$ cat src/rtl/s820_pkg.sv
// s820_pkg -- shared types and constants for the s820 state sequencer.
//   state_e            : sequencer FSM states (IDLE, APPLY, CAPTURE, HOLD)
//   PI_W / ST_W / PO_W : primary-input, state and primary-output widths
//   G38_IDX..G42_IDX   : bit positions of the state bits within cone_state
package s820_pkg;

  localparam int PI_W = 18;
  localparam int ST_W = 5;
  localparam int PO_W = 19;

  // cone_state = {G42,G41,G40,G39,G38}, G38 is the LSB
  localparam int G38_IDX = 0;
  localparam int G39_IDX = 1;
  localparam int G40_IDX = 2;
  localparam int G41_IDX = 3;
  localparam int G42_IDX = 4;

  typedef enum logic [1:0] {
    IDLE    = 2'd0,
    APPLY   = 2'd1,
    CAPTURE = 2'd2,
    HOLD    = 2'd3
  } state_e;

endpackage

$ cat src/rtl/s820_state_reg.sv
// s820_state_reg -- 5-bit circuit state register {G42..G38}.
//   CK, RST   : clock, asynchronous active-high reset (loads INIT)
//   load_en   : parallel-load load_val (the cone next-state bits)
//   load_val  : next-state value
//   scan_en   : (S820_SCAN_EN only) shift one bit per cycle, overrides load
//   scan_in   : (S820_SCAN_EN only) serial input, enters G38
//   scan_out  : (S820_SCAN_EN only) serial output, taken from G42
//   state     : current register contents
// Optional feature macro: S820_SCAN_EN.
module s820_state_reg
  import s820_pkg::*;
#(
  parameter logic [ST_W-1:0] INIT = '0
) (
  input  logic            CK,
  input  logic            RST,
  input  logic            load_en,
  input  logic [ST_W-1:0] load_val,
`ifdef S820_SCAN_EN
  input  logic            scan_en,
  input  logic            scan_in,
  output logic            scan_out,
`endif
  output logic [ST_W-1:0] state
);

  logic [ST_W-1:0] state_d, state_q;

  always_comb begin
    state_d = state_q;
`ifdef S820_SCAN_EN
    if (scan_en)
      state_d = {state_q[ST_W-2:0], scan_in};
    else
`endif
    if (load_en)
      state_d = load_val;
  end

  always_ff @(posedge CK or posedge RST) begin
    if (RST) state_q <= INIT;
    else     state_q <= state_d;
  end

  assign state = state_q;
`ifdef S820_SCAN_EN
  assign scan_out = state_q[G42_IDX];
`endif

endmodule

$ cat src/rtl/s820_state_seq.sv
// s820_state_seq -- vector sequencer around the external s820 combinational
// cones. A PI vector is accepted in IDLE, held for one settle cycle (APPLY),
// the cone next-state and outputs are captured in CAPTURE, and the response
// is held in HOLD until the consumer takes it.
//   CK, RST            : clock, asynchronous active-high reset
//   pi_vec/pi_valid    : input vector handshake, pi_ready high only in IDLE
//   cone_pi/cone_state : registered drive into the cones
//   ns_in/po_in        : cone next-state and primary outputs
//   po_out/po_valid    : captured response, released by po_ready in HOLD
//   vec_count          : completed vectors, wraps modulo 2^CNT_W
//   scan_en/in/out     : (S820_SCAN_EN only) serial access to cone_state;
//                        while scan_en is high everything else freezes
// Optional feature macro: S820_SCAN_EN.
module s820_state_seq
  import s820_pkg::*;
#(
  parameter logic [ST_W-1:0] STATE_INIT = 5'b00000,
  parameter int              CNT_W      = 16
) (
  input  logic             CK,
  input  logic             RST,
  input  logic [PI_W-1:0]  pi_vec,
  input  logic             pi_valid,
  output logic             pi_ready,
  output logic [PI_W-1:0]  cone_pi,
  output logic [ST_W-1:0]  cone_state,
  input  logic [ST_W-1:0]  ns_in,
  input  logic [PO_W-1:0]  po_in,
  output logic [PO_W-1:0]  po_out,
  output logic             po_valid,
  input  logic             po_ready,
`ifdef S820_SCAN_EN
  input  logic             scan_en,
  input  logic             scan_in,
  output logic             scan_out,
`endif
  output logic [CNT_W-1:0] vec_count
);

  state_e            state_d, state_q;
  logic [PI_W-1:0]   cone_pi_d, cone_pi_q;
  logic [PO_W-1:0]   po_out_d, po_out_q;
  logic              po_valid_d, po_valid_q;
  logic              pi_ready_d, pi_ready_q;
  logic [CNT_W-1:0]  cnt_d, cnt_q;
  logic              st_load;
  logic              freeze;

`ifdef S820_SCAN_EN
  assign freeze = scan_en;
`else
  assign freeze = 1'b0;
`endif

  always_comb begin
    state_d    = state_q;
    cone_pi_d  = cone_pi_q;
    po_out_d   = po_out_q;
    po_valid_d = po_valid_q;
    cnt_d      = cnt_q;
    st_load    = 1'b0;
    if (!freeze) begin
      case (state_q)
        IDLE: if (pi_valid) begin
          cone_pi_d = pi_vec;
          state_d   = APPLY;
        end
        // cones settle on the held cone_pi/cone_state
        APPLY: state_d = CAPTURE;
        CAPTURE: begin
          st_load    = 1'b1;
          po_out_d   = po_in;
          po_valid_d = 1'b1;
          cnt_d      = cnt_q + 1'b1;
          state_d    = HOLD;
        end
        // po_ready only matters here; leaving always passes through IDLE
        HOLD: if (po_ready) begin
          po_valid_d = 1'b0;
          state_d    = IDLE;
        end
        default: state_d = IDLE;
      endcase
    end
    pi_ready_d = (state_d == IDLE);
  end

  always_ff @(posedge CK or posedge RST) begin
    if (RST) begin
      state_q    <= IDLE;
      cone_pi_q  <= '0;
      po_out_q   <= '0;
      po_valid_q <= 1'b0;
      pi_ready_q <= 1'b1;
      cnt_q      <= '0;
    end else begin
      state_q    <= state_d;
      cone_pi_q  <= cone_pi_d;
      po_out_q   <= po_out_d;
      po_valid_q <= po_valid_d;
      pi_ready_q <= pi_ready_d;
      cnt_q      <= cnt_d;
    end
  end

  s820_state_reg #(.INIT(STATE_INIT)) u_state_reg (
    .CK       (CK),
    .RST      (RST),
    .load_en  (st_load),
    .load_val (ns_in),
`ifdef S820_SCAN_EN
    .scan_en  (scan_en),
    .scan_in  (scan_in),
    .scan_out (scan_out),
`endif
    .state    (cone_state)
  );

  assign cone_pi   = cone_pi_q;
  assign po_out    = po_out_q;
  assign po_valid  = po_valid_q;
  assign pi_ready  = pi_ready_q & ~freeze;
  assign vec_count = cnt_q;

endmodule

$ cat config.mk
export PLATFORM = sky130hd
export DESIGN_NAME = s820_state_seq
export DESIGN_NICKNAME = d
export VERILOG_FILES = /design/src/rtl/s820_pkg.sv /design/src/rtl/s820_state_reg.sv /design/src/rtl/s820_state_seq.sv
export SDC_FILE = /design/constraint.sdc
export NUM_CORES = 1
export LEC_CHECK = 0
export CORE_ASPECT_RATIO = 0.75
export CORE_MARGIN = 8
export CORE_UTILIZATION = 38
export CTS_BUF_LIST = sky130_fd_sc_hd__clkbuf_8 sky130_fd_sc_hd__clkbuf_16
export DETAILED_ROUTE_END_ITERATION = 8
export PLACE_DENSITY = 0.76
export SETUP_SLACK_MARGIN = 0.15
export SLEW_MARGIN = 20
export SYNTH_ARGS = -nofsm -noshare
export SYNTH_HDL_FRONTEND = slang
export SYNTH_SLANG_ARGS = --single-unit
export TNS_END_PERCENT = 10
$ cat constraint.sdc
create_clock -name CK -period 1.8 [get_ports CK]
set_input_delay 0.36 -clock CK [delete_from_list [all_inputs] [get_ports CK]]
set_output_delay 0.36 -clock CK [all_outputs]
set_load 0.01 [all_outputs]
; After elaboration in Yosys (flattened, before gate mapping)
; Index checks and enable logic that the tools add are counted.
[op_classes]
add_sub_neg = 1
n_mux = 6
n_reduce_logical = 5
n_eq_ne = 4
[ops]
columns = cell, n
row1 = "16-bit by 1-bit adder with 16-bit output, second input constant", 1
row2 = 2-bit one-hot mux with 4 select lines, 1
row3 = "2-bit == test, second input constant", 2
row4 = 2-bit zero test, 2
row5 = 2-bit 2-to-1 mux, 2
row6 = 2-bit AND reduction, 2
row7 = "2-bit by 1-bit == test with 1-bit output, second input constant", 1
row8 = 1-bit 2-to-1 mux, 2
row9 = "2-bit != test, second input constant", 1
row10 = 1-bit one-hot mux with 2 select lines, 1
row11 = 2-bit nonzero test, 1
[word_totals]
ff_bits = 62

; Depth between registers and ports, before layout
[logic_depth]
depth_word = 3
mapped_depth = 5
ltp_nobuf = 4

; Cells and area by module
; Synthesis repeated with hierarchy kept, for this count alone.
[hier_totals]
cells_unflattened = 159
hier_area_um2 = 2454.9
[modules_own_cells]
columns = mod, area_each_um2, instances, seq_area_each_um2, cells_each
row1 = s820_state_seq, 2269.7, 1, 1427.6, 148
row2 = s820_state_reg, 185.2, 1, 125.1, 11

; Worst setup path after synthesis
; Ideal clock, no wire load.
[synth_path]
path_kind = flip-flop to flip-flop
startpoint = register state_q[0]
endpoint = register cone_pi_q[0] (netlist: cone_pi[0])
arrival_ns = 1.340
path_stages_with_launch = 5
t_required_ns = 1.675
setup_slack_ns = 0.335
n_path_buf = 2
setup_time_ns = 0.125
cell_sequence = dfrtp_1 > nor3b_1 > buf_2 > buf_2 > mux2_2
[synth_between]
elab_chain_len = 2
[synth_lines]
columns = element, line_no
row1 = start: declaration, s820_state_seq.sv:40  ; state_e state_d, state_q;
row2 = start signal: assignment, s820_state_seq.sv:97  ; state_q <= state_d;
row3 = 2-bit zero test, s820_state_seq.sv:63  ; case (state_q)
row4 = 2-bit AND reduction (no source line), --
row5 = end signal: assignment, s820_state_seq.sv:98  ; cone_pi_q <= cone_pi_d;
row6 = end: declaration, s820_state_seq.sv:41  ; logic [PI_W-1:0] cone_pi_d, cone_pi_q;
; Every way passes these cells.
; A chain may end at the register's enable or synchronous reset.

; Final worst setup path
[layout_path]
startpoint = register cnt_q[7] (netlist: vec_count[7])
endpoint = output port vec_count[7]
[layout_lines]
columns = element, line_no
row1 = start: declaration, s820_state_seq.sv:45  ; logic [CNT_W-1:0] cnt_d, cnt_q;
row2 = start signal: assignment, s820_state_seq.sv:102  ; cnt_q <= cnt_d;
row3 = end: declaration, s820_state_seq.sv:37  ; output logic [CNT_W-1:0] vec_count
; No word-level cell between the ends.

==> results.sh <==
export IMPL_status="finished, final reports clean"
export IMPL_yosys_register_bits=62
export IMPL_coreArea_um2=6225
export IMPL_crit_slowest_cell="clkdlybuf4s50_1"
export IMPL_drc_errors=0
export IMPL_syn_nets=210
export IMPL_ys_types=22
export IMPL_synth_mux_area_fraction_pct=19.98
export IMPL_slowest_delay_ns=0.57
export IMPL_power_switching_mw=1.894
export IMPL_io_pins=106
export IMPL_critical_path_buf_inv_count=1
export IMPL_clk_latency_ns=0.33
export IMPL_endpoint_kind="primary output"
export IMPL_firstDrtPassIters=4
export IMPL_synthSimpleGateAreaFrac_pct=7.176
export IMPL_avgSynthCellArea_um2=14.87
export IMPL_synth_top_family_by_area="multiplexers"
export IMPL_numCtsBuffers=9
export IMPL_fin_setup_tns_ns=0
export IMPL_min_period_ns=1.682
export IMPL_finalClockSkew_ns=0.009720
export IMPL_num_vias=1696
export IMPL_cts_root_buffer="clkbuf_8"
export IMPL_antenna_found_initial=0
export IMPL_io_buffers=105
export IMPL_internal_power_mw=4.541
export IMPL_synth_compound_area_share_pct=1.033
export IMPL_die_h_um=85.16
export IMPL_critPathLaunchType="flop"
export IMPL_crit_chain="clkdlybuf4s50_1"
export IMPL_die_area_um2=9216
export IMPL_drv_cap=0
export IMPL_holdBufCountCts=0
export IMPL_ys_warn_count=0
export IMPL_cts_tree="done"
export IMPL_tightest_slew_ns=0.4203
export IMPL_hold_class="in -> async"
export IMPL_synthTopCellsByArea="dfrtp_1 63%, mux2_2 20%, xor2_1 2.9%, xnor2_1 2.5%, nand4_1 1.3%"
export IMPL_fillers=509
export IMPL_grt_pass1_vias=1875
export IMPL_p_sw_share_pct=29.43
export IMPL_die_width_um=108.2
export IMPL_drive_above_1_share_pct=26.67
export IMPL_max_freq_mhz=594.5
export IMPL_hold_viol=0
export IMPL_wirelength_um=5891
export IMPL_yosys_area_top_type_share_pct=62.98
export IMPL_syn_cell_area_um2=2424
export IMPL_crit_type="reg -> out"
export IMPL_grt_pass1_wl_um=9556
export IMPL_cp_top_family="buffers and inverters"
export IMPL_cts_max_level=3
export IMPL_drt_iter0_drc=29
export IMPL_power_density_nw_per_um2=1670
export IMPL_worstPathArrival_ns=1.32
export IMPL_leakage_nw=1.686
export IMPL_yosysSeqAreaShare_pct=64.07
export IMPL_synth_xor_area_share_pct=5.421
export IMPL_seq_power_share_pct=37.4
export IMPL_path_clk_slew_ns=0.07
export IMPL_cts_sinks=62
export IMPL_cp_max_fo=5
export IMPL_wl_per_cell_um=16.10
export IMPL_synth_largest_area_cell="dfrtp_1"
export IMPL_grt_util_all_layers_pct=13.20
export IMPL_area_delta_synth_final_pct=59.01
export IMPL_initial_core_util_pct=38.93
export IMPL_final_period_utilization_pct=93.45
export IMPL_relSlewSlack_pct=71.98
export IMPL_detail_route_antenna_nets=0
export IMPL_grt_max_degree=35
export IMPL_setup_viol=0
export IMPL_post_dp_hpwl_um=4416
export IMPL_vdd_ir_drop_max_uv=883.7
export IMPL_n_antenna_cell=0
export IMPL_rows=25
export IMPL_grt_overflow=0
export IMPL_worst_hold_slack_ns=0.4779
export IMPL_pwr_share_clk_pct=20.3
export IMPL_slew_violations=0
export IMPL_worstPathRequired_ns=1.44
export IMPL_combPwrFrac_pct=42.3
export IMPL_viasPerCell=4.634
export IMPL_num_nets_final=327
export IMPL_rsz0062_at_grt="true"
export IMPL_syn_inst=163
export IMPL_clk_path_buf_depth=2
export IMPL_gp_congestion=0.7108
export IMPL_synth_adder_area_share_pct=0.5163
export IMPL_total_power_mw=6.435
-- cell usage in the layout, fill, tap and decap left out, types with 2 or more instances in the layout --
master,Yosys,routed
a21o_1,2,2
inv_1,3,4
bufinv_16,0,2
and3_1,2,2
nor4_1,4,4
nand2_1,7,7
nand3_1,3,3
nand4_1,5,5
mux2_2,43,43
xor2_1,8,8
clkdlybuf4s50_1,0,101
dlymetal6s2s_1,0,3
buf_4,1,6
clkbuf_8,0,10
a21oi_1,2,2
nor2_1,3,3
dfrtp_1,61,55
dfrtp_2,0,6
xnor2_1,7,7
clkinv_2,0,2
-- worst paths after layout --
| check | from | end | slack [ns] | cells after the start |
|---|---|---|---|---|
| min in group CK | vec_count[15]$_DFFE_PP0P_ | vec_count[15]$_DFFE_PP0P_ | 0.48 | 1 |
| max reg2reg | vec_count[2]$_DFFE_PP0P_ | vec_count[14]$_DFFE_PP0P_ | 0.27 | 4 |
| max in group asynchronous | RST | vec_count[0]$_DFFE_PP0P_ | 0.97 | 3 |
| min reg2reg | vec_count[15]$_DFFE_PP0P_ | vec_count[15]$_DFFE_PP0P_ | 0.48 | 1 |
| min | RST | vec_count[15]$_DFFE_PP0P_ | 0.48 | 3 |
| max | vec_count[7]$_DFFE_PP0P_ | vec_count[7] | 0.12 | 1 |
-- per-layer routing --
metal | routed length (µm) | part of all wire (%) | GRT usage [%] | up-vias
met1 | 2547 | 43 | 15.17 | 829
li1 | - | - | - | 805
met2 | 2825 | 48 | 21.07 | 56
met3 | 462 | 7.8 | 7.040 | 6
met4 | 55 | 0.93 | 3.015 | 0
met5 | 0 | 0 | 0 | -
-- flip-flops by register name, summed over array words and instances (netlist names) --
name and cells:
cone_pi 18, pi_ready 1, po_out 19, po_valid 1, state_q 2, u_state_reg.state 5
vec_count 16
-- layout make-up --
type / count / area (µm²) / share of cell area [%]
clock buffers: 10 / 137.6 / 3.571
clock inverters: 6 / 77.57 / 2.013
inverters: 3 / 15.01 / 0.3896
multi-input cells: 92 / 839.6 / 21.79
flip-flops and latches: 62 / 1560 / 40.49
well taps: 81 / 101.3 / 2.630
repair buffers: 112 / 1122 / 29.12
-- metrics by stage --
step	std cells	setup WS, ns	util, %	cell area, µm²
after floorplan	163	0.3351	-	2427
after global placement	348	0.07968	57.99	3610
after detailed placement	348	0.01888	57.99	3610
after CTS	364	0.05190	61.47	3826
after global routing	366	0.06906	61.91	3854
final	366	0.1178	61.91	3854
-- cells by family (layout without fill, tap and decap cells) --
| family | Yosys count | after routing |
|---|---|---|
| buffers and inverters | 9 | 131 |
| multiplexers | 43 | 43 |
| AO/OA/AOI/OAI | 4 | 4 |
| adder cells (fa/ha/maj) | 1 | 1 |
| AND/OR/NAND/NOR | 29 | 29 |
| flip-flops | 62 | 62 |
| XOR/XNOR | 15 | 15 |
-- what timing repair did --
item	4_1_cts	5_1_grt
resized for setup	3	7
setup buffers	0	2
endpoints found under the setup margin	15	30
-- Yosys cell counts, drive strengths merged --
master and count:
xnor2 7, nor2b 1, nor3 1, buf 6
nand2 7, dfstp 1, a21oi 2, and3 2
nor3b 1, dfrtp 61, xor2 8, nor2 3
a21o 2, inv 3, nor4 4, nand3 3
mux2 43, nand4 7, ha 1
-- power by group through the flow --
stage,Combinational [mW],Sequential [mW],Clock (mW)
6_report,2.72,2.41,1.31
5_1_grt,2.93,2.50,1.42
4_1_cts,2.79,2.41,1.35
3_5_place_dp,2.79,2.43,0
3_3_place_gp,2.75,2.39,0
2_1_floorplan,1.01,2.64,0
No activity file was read; power rests on OpenSTA's default activity.
